===== src/rtl/load_resp_arbiter_pkg.sv =====
// Shared encodings and request record for the load response arbiter.
package load_resp_arbiter_pkg;

    // Access size field typ[1:0]
    localparam logic [1:0] MEM_SZ_B = 2'b00;
    localparam logic [1:0] MEM_SZ_H = 2'b01;
    localparam logic [1:0] MEM_SZ_W = 2'b10;
    localparam logic [1:0] MEM_SZ_D = 2'b11;

    // typ[TYP_UNSIGNED]=1 selects zero-extension
    localparam int TYP_UNSIGNED = 2;

    // Tag width carried by the request record; the arbiter's TAG_W must match it
    localparam int LR_TAG_W = 6;

    typedef struct packed {
        logic [LR_TAG_W-1:0] tag;
        logic [2:0]          typ;
        logic [2:0]          addr_lo;
        logic [63:0]         data;
        logic                zero;
    } load_req_t;

endpackage


===== src/rtl/load_data_align.sv =====
// Combinational load extractor: lane select by byte offset, then sign/zero
// extension per access size. zero forces the full-width result only.
module load_data_align
    import load_resp_arbiter_pkg::*;
(
    input  logic [2:0]  typ_i,
    input  logic [2:0]  addr_lo_i,
    input  logic [63:0] raw_i,
    input  logic        zero_i,
    output logic [63:0] data_o,
    output logic [63:0] data_word_o
);

    logic [31:0] w32;
    logic [15:0] h16;
    logic [7:0]  b8;
    logic [63:0] ext;
    logic        uns;

    // Narrow the doubleword down to the addressed word, half and byte, then extend
    always_comb begin
        w32 = addr_lo_i[2] ? raw_i[63:32] : raw_i[31:0];
        h16 = addr_lo_i[1] ? w32[31:16]   : w32[15:0];
        b8  = addr_lo_i[0] ? h16[15:8]    : h16[7:0];
        uns = typ_i[TYP_UNSIGNED];
        ext = raw_i;
        case (typ_i[1:0])
            MEM_SZ_B: ext = uns ? {56'd0, b8}  : {{56{b8[7]}}, b8};
            MEM_SZ_H: ext = uns ? {48'd0, h16} : {{48{h16[15]}}, h16};
            MEM_SZ_W: ext = uns ? {32'd0, w32} : {{32{w32[31]}}, w32};
            default:  ext = raw_i;
        endcase
        data_o      = zero_i ? 64'd0 : ext;
        data_word_o = (typ_i[1:0] == MEM_SZ_W) ? ext : {raw_i[63:32], w32};
    end

endmodule


===== src/rtl/load_resp_arbiter.sv =====
// Load response arbiter: hits always own the shared extractor; MSHR replays
// wait in a circular queue and drain on hit-free cycles. Output is registered.
// Optional feature: define LOAD_RESP_RP_BYPASS_EN to let a replay arriving on
// an idle cycle with an empty queue go straight to the extractor.
module load_resp_arbiter
    import load_resp_arbiter_pkg::*;
#(
    parameter int TAG_W    = LR_TAG_W,
    parameter int RQ_DEPTH = 2
) (
    input  logic                      clk,
    input  logic                      reset,
    input  logic                      hit_valid,
    input  logic                      hit_kill,
    input  logic [TAG_W-1:0]          hit_tag,
    input  logic [2:0]                hit_typ,
    input  logic [2:0]                hit_addr_lo,
    input  logic [63:0]               hit_data,
    input  logic                      hit_zero,
    output logic                      hit_block,
    input  logic                      rp_valid,
    output logic                      rp_ready,
    input  logic [TAG_W-1:0]          rp_tag,
    input  logic [2:0]                rp_typ,
    input  logic [2:0]                rp_addr_lo,
    input  logic [63:0]               rp_data,
    output logic                      resp_valid,
    output logic                      resp_src,
    output logic [TAG_W-1:0]          resp_tag,
    output logic [63:0]               resp_data,
    output logic [63:0]               resp_data_word,
    output logic [$clog2(RQ_DEPTH):0] rq_count
);

    localparam int PTR_W = (RQ_DEPTH > 1) ? $clog2(RQ_DEPTH) : 1;
    localparam int CNT_W = $clog2(RQ_DEPTH) + 1;

    load_req_t          rq_mem_q [RQ_DEPTH];
    logic [PTR_W-1:0]   head_q, head_d;
    logic [PTR_W-1:0]   tail_q, tail_d;
    logic [CNT_W-1:0]   count_q, count_d;

    load_req_t          hit_req, rp_req, sel_req;
    logic               sel_vld, sel_src;
    logic               rp_fire, deq, byp, wr;
    logic [63:0]        ext_data, ext_word;

    logic               resp_valid_q;
    logic               resp_src_q;
    logic [TAG_W-1:0]   resp_tag_q;
    logic [63:0]        resp_data_q;
    logic [63:0]        resp_word_q;

    // Ready is a function of the registered count only, never of a same-cycle dequeue
    assign rp_ready  = !reset && (count_q < CNT_W'(RQ_DEPTH));
    assign hit_block = (count_q == CNT_W'(RQ_DEPTH));
    assign rp_fire   = rp_valid && rp_ready;
    assign rq_count  = count_q;

    // Package the two request sources into the common record
    always_comb begin
        hit_req         = '0;
        hit_req.tag     = LR_TAG_W'(hit_tag);
        hit_req.typ     = hit_typ;
        hit_req.addr_lo = hit_addr_lo;
        hit_req.data    = hit_data;
        hit_req.zero    = hit_zero;
        rp_req          = '0;
        rp_req.tag      = LR_TAG_W'(rp_tag);
        rp_req.typ      = rp_typ;
        rp_req.addr_lo  = rp_addr_lo;
        rp_req.data     = rp_data;
        rp_req.zero     = 1'b0;
    end

    // Extractor select: a presented hit (even a killed one) blocks the queue
    always_comb begin
        sel_req = hit_req;
        sel_vld = 1'b0;
        sel_src = 1'b0;
        deq     = 1'b0;
        byp     = 1'b0;
        if (hit_valid) begin
            sel_vld = !hit_kill;
        end else if (count_q != '0) begin
            sel_req = rq_mem_q[head_q];
            sel_vld = 1'b1;
            sel_src = 1'b1;
            deq     = 1'b1;
        end
`ifdef LOAD_RESP_RP_BYPASS_EN
        else if (rp_fire) begin
            sel_req = rp_req;
            sel_vld = 1'b1;
            sel_src = 1'b1;
            byp     = 1'b1;
        end
`endif
    end

    assign wr = rp_fire && !byp;

    // Queue pointer and occupancy next-state; both pointers wrap naturally
    always_comb begin
        head_d  = head_q;
        tail_d  = tail_q;
        count_d = count_q;
        if (deq) head_d = head_q + PTR_W'(1);
        if (wr)  tail_d = tail_q + PTR_W'(1);
        case ({wr, deq})
            2'b10:   count_d = count_q + CNT_W'(1);
            2'b01:   count_d = count_q - CNT_W'(1);
            default: count_d = count_q;
        endcase
    end

    // Queue control state; reset empties the queue
    always_ff @(posedge clk) begin
        if (reset) begin
            head_q  <= '0;
            tail_q  <= '0;
            count_q <= '0;
        end else begin
            head_q  <= head_d;
            tail_q  <= tail_d;
            count_q <= count_d;
        end
    end

    // Queue storage; contents are only meaningful below the count
    always_ff @(posedge clk) begin
        if (wr) rq_mem_q[tail_q] <= rp_req;
    end

    load_data_align u_align (
        .typ_i       (sel_req.typ),
        .addr_lo_i   (sel_req.addr_lo),
        .raw_i       (sel_req.data),
        .zero_i      (sel_req.zero),
        .data_o      (ext_data),
        .data_word_o (ext_word)
    );

    // Registered response stage; payload holds when no response is produced
    always_ff @(posedge clk) begin
        if (reset) begin
            resp_valid_q <= 1'b0;
            resp_src_q   <= 1'b0;
            resp_tag_q   <= '0;
            resp_data_q  <= '0;
            resp_word_q  <= '0;
        end else begin
            resp_valid_q <= sel_vld;
            if (sel_vld) begin
                resp_src_q  <= sel_src;
                resp_tag_q  <= TAG_W'(sel_req.tag);
                resp_data_q <= ext_data;
                resp_word_q <= ext_word;
            end
        end
    end

    assign resp_valid     = resp_valid_q;
    assign resp_src       = resp_src_q;
    assign resp_tag       = resp_tag_q;
    assign resp_data      = resp_data_q;
    assign resp_data_word = resp_word_q;

endmodule


===== config.mk =====
export PLATFORM = sky130hd
export DESIGN_NAME = load_resp_arbiter
export DESIGN_NICKNAME = d
export VERILOG_FILES = /design/src/rtl/load_resp_arbiter_pkg.sv /design/src/rtl/load_data_align.sv /design/src/rtl/load_resp_arbiter.sv
export SDC_FILE = /design/constraint.sdc
export NUM_CORES = 1
export LEC_CHECK = 0
export CORE_MARGIN = 2
export CORE_UTILIZATION = 48
export DETAILED_ROUTE_END_ITERATION = 12
export PLACE_DENSITY_LB_ADDON = 0.3
export SYNTH_ARGS = -nofsm -noshare
export SYNTH_HDL_FRONTEND = slang
export SYNTH_HIERARCHICAL = 1
export SYNTH_SLANG_ARGS = --single-unit
export TNS_END_PERCENT = 1

===== constraint.sdc =====
create_clock -name clk -period 4.5 [get_ports clk]
set_clock_uncertainty 0.15 [all_clocks]
set_input_delay 0.45 -clock clk [delete_from_list [all_inputs] [get_ports clk]]
set_output_delay 0.45 -clock clk [all_outputs]
set_load 0.01 [all_outputs]

# Word-level counts from Yosys, hierarchy flattened
# Memories as Yosys holds them, arrays and structs flattened. A register that Yosys moved wholly into a read port is not among the register bits.
# Cells that the tools add are included.
# word_totals
register_bits	140
latchBits	0
mem_bits_rw	152
romBits	0
input_bits	158
output_inout_bits	140
wordCells	45
n_memories	1
# memory_table
name	words	word_bits	read_ports	rd_clocked_by_memory_dff	wr	line	rtl
rq_mem_q	2	76	1	1	1	load_resp_arbiter.sv:38	load_req_t rq_mem_q [RQ_DEPTH];
# op_classes
add_sub_neg	4
multipliers	0
n_div	0
magnitude_cmp	1
eq_ne	5
shifts	0
n_mux	19
bitwise	0
n_reduce_logical	7
# op_table
operator	n
64-bit 2-to-1 mux	5
64-bit one-hot mux with 3 select lines	1
77-bit 2-to-1 mux	2
32-bit 2-to-1 mux	1
16-bit 2-to-1 mux	1
8-bit 2-to-1 mux	1
1-bit 2-to-1 mux	7
2-bit == test (second input constant)	3
2-bit by 1-bit == test with 1-bit output (second input constant)	2
2-bit one-hot mux with 2 select lines	1
2-bit nonzero test	2
1-bit adder (second input constant)	2
2-bit by 1-bit adder with 2-bit output (second input constant)	1
1-bit logical AND	2
1-bit zero test	2
2-bit zero test	1
2-bit less-than comparator (second input constant)	1
2-bit by 1-bit subtractor with 2-bit output (second input constant)	1

# Longest topological paths before layout
# logic_depth
ltp_word	9
mapped_depth	15
mapped_depth_nobuf	9

# Modules after synthesis
# Netlist, hierarchy kept.
# modules_own_cells
mod	instances	cells_each	area_each_um2	seq_area_each_um2
load_resp_arbiter	1	1038	12990.0	7387.1
load_data_align	1	325	2303.5	0.0

# Worst setup path after synthesis
# No wires, ideal clock.
# synth_timing
path_kind	input to register
startpoint	input reset
endpoint	memory rq_mem_q[0][0] (netlist name) (enable)
setup_time_ps	511
arrival_time_ps	4105
required_ps	3839
setup_slack_ps	-265
cell_stages	4
n_path_buf	1
path_cell_list	buf_2 > nor2_1 > nand2_1 > nor2_1
# synth_between
elab_chain_cells	5
# synth_rtl
item	line	rtl
start: declaration	load_resp_arbiter.sv:12	input logic reset,
1-bit zero test	load_resp_arbiter.sv:55	assign rp_ready = !reset && (count_q < CNT_W'(RQ_DEPTH));
1-bit logical AND	load_resp_arbiter.sv:55	
via rp_ready	load_resp_arbiter.sv:22	output logic rp_ready,
1-bit logical AND	load_resp_arbiter.sv:57	assign rp_fire = rp_valid && rp_ready;
1-bit 2-to-1 mux	load_resp_arbiter.sv:132	if (wr) rq_mem_q[tail_q] <= rp_req;
1-bit 2-to-1 mux (implied by the code)	load_resp_arbiter.sv:132	
end: declaration	load_resp_arbiter.sv:38	
# The timed path passes the listed nets, and every way through them passes these cells.

==> impl_results.rst <==
.. list-table::
   :header-rows: 1

   * - Metric
     - Value
   * - Startpoint kind of the worst setup timing path
     - register
   * - Tot GR Track Use
     - 28.66%
   * - Number of distinct standard cells referenced by the synthesized netlist
     - 50
   * - Type of the most critical hold path
     - input pin to register
   * - Wire length after detailed routing
     - 48.81 mm
   * - Pre-Repair DR Iteration Count
     - 5
   * - Synth Cell Area
     - 15,290 um2
   * - Clock-pin slew on the worst setup and hold paths
     - 0.06 ns
   * - Fraction of final layout cells with drive strength greater than 1
     - 30.16%
   * - Largest net degree at the start of global routing
     - 86
   * - Antenna violations before repair
     - 1
   * - RSZ-0062 raised after global routing
     - false
   * - Final RePlAce weighted congestion
     - 0.9580
   * - Peak supply drop
     - 346.7 uV
   * - Number of buffers created by CTS
     - 31
   * - Startpoint of the lowest-slack hold path
     - reset
   * - Total of hold buffers inserted after clock tree synthesis
     - 0
   * - Power per Cell Area
     - 573.9 nW/um2
   * - Final Instance Area
     - 19,680 um2
   * - Insertion delay to the later sink of the worst-skew pair
     - 0.58 ns
   * - Via count
     - 12,210
   * - First-pass GRT wire length
     - 72.46 mm
   * - Flop-to-flop setup slack
     - 0.73 ns
   * - Total DRC errors in the routed layout
     - 0
   * - Filler cells
     - 2,509
   * - Worst setup timing slack at the placement stage
     - 0.3233 ns
   * - Number of instances resized during post-cts repair
     - 0
   * - # setup viols final
     - 0
   * - Detailed Route Iter0 Violations
     - 1,257
   * - H-tree lvl count
     - 1
   * - Synth Register Bits
     - 293
   * - Post-Syn Instances
     - 1,363
   * - N_diodes
     - 0
   * - Post CTS Setup Buffer Count
     - 0
   * - Synth async-reset ratio
     - 0%
   * - Pins over their slew limit
     - 0
   * - Clock Root Buffer
     - sky130_fd_sc_hd__clkbuf_16
   * - IO Port Bufs
     - 297
   * - Fmax achieved
     - 264.9 MHz
   * - Synthesis Warnings
     - 6
   * - Number of flops mapped to enable cells by yosys
     - 152
   * - DIE WIDTH
     - 182.5 um
   * - Static leakage
     - 6.882 nW
   * - Clk buf depth
     - 3
   * - Dominant cells by area after synthesis
     - sky130_fd_sc_hd__edfxtp_1 30%, sky130_fd_sc_hd__dfxtp_1 18%, sky130_fd_sc_hd__nand3_2 7.2%, sky130_fd_sc_hd__a21oi_2 6.4%, sky130_fd_sc_hd__o21ai_0 5.3%
   * - Worst slack on hold paths
     - 0.2761 ns
   * - Height of the die
     - 182.5 um
   * - Max cap viols
     - 0
   * - Antenna Nets Post-Route
     - 0
   * - Total congestion overflow after global routing
     - 0
   * - Total count of hold-check failures in the final report
     - 0
   * - Start point of the critical path
     - rq_count[1]
   * - Fraction of post-synthesis cell area in the top cell type by area
     - 29.85%
   * - Placeable Area
     - 31,470 um2
   * - Vias/cell
     - 5.898
   * - Initial cell density of the core
     - 48.59%
   * - Peak fanout along the critical path
     - 40
   * - Fraction of the yosys area taken by sequential cells
     - 48.30%
   * - Number of nets produced by synthesis
     - 1,522
   * - Syn_area_per_cell
     - 11.22 um2
   * - Final period demand of the worst path
     - 3.775 ns
   * - Instance area after placement
     - 18,590 um2
   * - Crit end category
     - register
   * - Std-Cell Rows
     - 65
   * - Measured slew at the worst slew-check pin
     - 1.031 ns
   * - TritonCTS clock tree
     - built
   * - Post-synth top flop
     - sky130_fd_sc_hd__edfxtp_1
   * - Avg WL per Cell
     - 23.58 um
   * - Final setup TNS
     - 0 ns
   * - Outcome
     - finished clean
   * - Category of the most critical setup path
     - register to register
   * - Required time reported for the critical path endpoint
     - 4.84 ns
   * - Post-DP HPWL
     - 34.93 mm
   * - Via count of the first global-routing pass
     - 11,860
   * - Fin nets
     - 1,802
   * - Number of I/O pins
     - 298
   * - Data arrival time at the worst-slack endpoint
     - 4.12 ns
   * - Smallest setup slack after layout
     - 0.7252 ns
   * - Crit share post-route
     - 83.89%
   * - Cell type with the highest aggregate area in the netlist
     - sky130_fd_sc_hd__edfxtp_1
   * - CTS Sinks
     - 293
   * - Reg-to-reg critical path startpoint
     - rq_count[1]
   * - Rel. slew slack
     - 31.27%
   * - Die outline area
     - 33,300 um2
   * - Area Growth Syn to Fin
     - 28.66%
-- state kept, by name, summed over array words and instances, names as in the netlist, named ones only --
| name | flops |
|---|---|
| tail_q | 1 |
| rq_count | 2 |
| resp_valid | 1 |
| resp_data_word | 64 |
| resp_data | 64 |
| resp_tag | 6 |
| head_q | 1 |
| resp_src | 1 |
| rq_mem_q | 152 |
-- per-layer routing --
layer  vias up  share of wire [%]  global-route usage [%]
li1       5590                  -                       -
met1      5938                 42                   38.95
met2       567                 46                   45.44
met3       109                8.1                   5.328
met4         4                4.2                   11.32
met5         -              0.059                       0
-- logic make-up (layout without fill, tap and decap cells) --
| family | count (synthesis) | in the layout | synth area share (%) |
|---|---|---|---|
| compound gates | 448 | 448 | 20.66 |
| simple gates | 344 | 344 | 13.97 |
| flops | 293 | 293 | 48.30 |
| buf+inv | 145 | 450 | 6.766 |
| mux | 128 | 128 | 9.989 |
| xor+xnor | 4 | 4 | 0.2291 |
| fa+ha+maj | 1 | 1 | 0.08180 |
-- critical path, cell delays in order (launching register included) --
cell and delay [ns]:
sky130_fd_sc_hd__dfxtp_1 0.43, sky130_fd_sc_hd__o21bai_4 0.53, sky130_fd_sc_hd__buf_12 0.26, sky130_fd_sc_hd__o21ai_0 0.33, sky130_fd_sc_hd__or3b_1 0.51, sky130_fd_sc_hd__o221ai_2 0.65, sky130_fd_sc_hd__o21ai_0 0.25, sky130_fd_sc_hd__a211oi_2 0.27
sky130_fd_sc_hd__nand3_1 0.12, sky130_fd_sc_hd__a21oi_1 0.18
-- layout make-up --
type	count	area, um2	share of cell area (%)
timing repair buffer	388	3757	19.10
tap	402	503.0	2.556
clock buffer	47	923.4	4.693
multi-input combinational	925	6928	35.21
clock inverter	11	158.9	0.8076
sequential	293	7391	37.56
inverter	4	15.01	0.07631
-- cell usage in the layout (no fill, tap or decap), types with 3 or more instances in the layout --
cell | Yosys | layout
sky130_fd_sc_hd__a21oi_1 | 31 | 31
sky130_fd_sc_hd__clkbuf_1 | 44 | 6
sky130_fd_sc_hd__a21oi_2 | 111 | 111
sky130_fd_sc_hd__clkbuf_16 | 0 | 32
sky130_fd_sc_hd__or4_1 | 7 | 7
sky130_fd_sc_hd__o21ai_0 | 161 | 156
sky130_fd_sc_hd__clkinv_2 | 0 | 6
sky130_fd_sc_hd__o32ai_1 | 9 | 9
sky130_fd_sc_hd__nor2b_1 | 3 | 3
sky130_fd_sc_hd__o22ai_1 | 8 | 8
sky130_fd_sc_hd__a211oi_1 | 13 | 13
sky130_fd_sc_hd__buf_12 | 17 | 8
sky130_fd_sc_hd__nand3_2 | 110 | 110
sky130_fd_sc_hd__nand3_1 | 51 | 51
sky130_fd_sc_hd__a211oi_2 | 10 | 10
sky130_fd_sc_hd__dfxtp_1 | 141 | 140
sky130_fd_sc_hd__mux4_2 | 16 | 16
sky130_fd_sc_hd__mux2_2 | 37 | 37
sky130_fd_sc_hd__nor2_1 | 40 | 38
sky130_fd_sc_hd__clkbuf_8 | 0 | 6
sky130_fd_sc_hd__inv_1 | 3 | 3
sky130_fd_sc_hd__a21o_1 | 32 | 32
sky130_fd_sc_hd__o21ai_2 | 60 | 62
sky130_fd_sc_hd__a22oi_1 | 7 | 7
sky130_fd_sc_hd__or3_1 | 4 | 4
sky130_fd_sc_hd__xnor2_1 | 3 | 3
sky130_fd_sc_hd__edfxtp_1 | 152 | 152
sky130_fd_sc_hd__nand2_1 | 116 | 115
sky130_fd_sc_hd__bufinv_16 | 0 | 4
sky130_fd_sc_hd__mux2i_1 | 75 | 75
sky130_fd_sc_hd__clkdlybuf4s50_1 | 0 | 296
sky130_fd_sc_hd__buf_4 | 5 | 83
-- per-stage QoR --
stage | cells | power [mW] | utilization, %
2_1_floorplan | 1363 | 6.786 | -
3_3_place_gp | 2012 | 8.511 | 59.08
3_5_place_dp | 2012 | 8.562 | 59.08
4_1_cts | 2070 | 11.27 | 62.52
5_1_grt | 2070 | 11.76 | 62.52
6_report | 2070 | 11.29 | 62.52
-- power by group --
part | leakage, nW | internal, mW | switching [mW]
clock | 0.542 | 1.64 | 1.07
sequential | 2.55 | 3.23 | 0.277
combinational | 3.79 | 2.15 | 2.92
-- Yosys cell counts, types with 2 or more instances --
cell and number:
sky130_fd_sc_hd__a211oi_1 13, sky130_fd_sc_hd__a211oi_2 10, sky130_fd_sc_hd__a21o_1 32, sky130_fd_sc_hd__a21oi_1 31, sky130_fd_sc_hd__a21oi_2 111, sky130_fd_sc_hd__a22oi_1 7, sky130_fd_sc_hd__and2_1 2, sky130_fd_sc_hd__buf_1 2
sky130_fd_sc_hd__buf_12 17, sky130_fd_sc_hd__buf_2 48, sky130_fd_sc_hd__buf_4 5, sky130_fd_sc_hd__buf_6 15, sky130_fd_sc_hd__clkbuf_1 44, sky130_fd_sc_hd__clkbuf_2 9, sky130_fd_sc_hd__dfxtp_1 141, sky130_fd_sc_hd__edfxtp_1 152
sky130_fd_sc_hd__inv_1 3, sky130_fd_sc_hd__mux2_2 37, sky130_fd_sc_hd__mux2i_1 75, sky130_fd_sc_hd__mux4_2 16, sky130_fd_sc_hd__nand2_1 116, sky130_fd_sc_hd__nand3_1 51, sky130_fd_sc_hd__nand3_2 110, sky130_fd_sc_hd__nand3b_1 2
sky130_fd_sc_hd__nor2_1 40, sky130_fd_sc_hd__nor2b_1 3, sky130_fd_sc_hd__nor3_1 3, sky130_fd_sc_hd__o21ai_0 161, sky130_fd_sc_hd__o21ai_2 60, sky130_fd_sc_hd__o22ai_1 8, sky130_fd_sc_hd__o32ai_1 9, sky130_fd_sc_hd__or3_1 4
sky130_fd_sc_hd__or4_1 7, sky130_fd_sc_hd__xnor2_1 3
-- worst paths after layout --
check | end | depth (start not counted)
setup / recovery | resp_data[25] | 9
hold / removal | rq_count[0] | 2
setup reg to reg | resp_data[25] | 9
hold reg to reg | resp_data_word[59] | 2
Power figures use the tool's default switching activity.
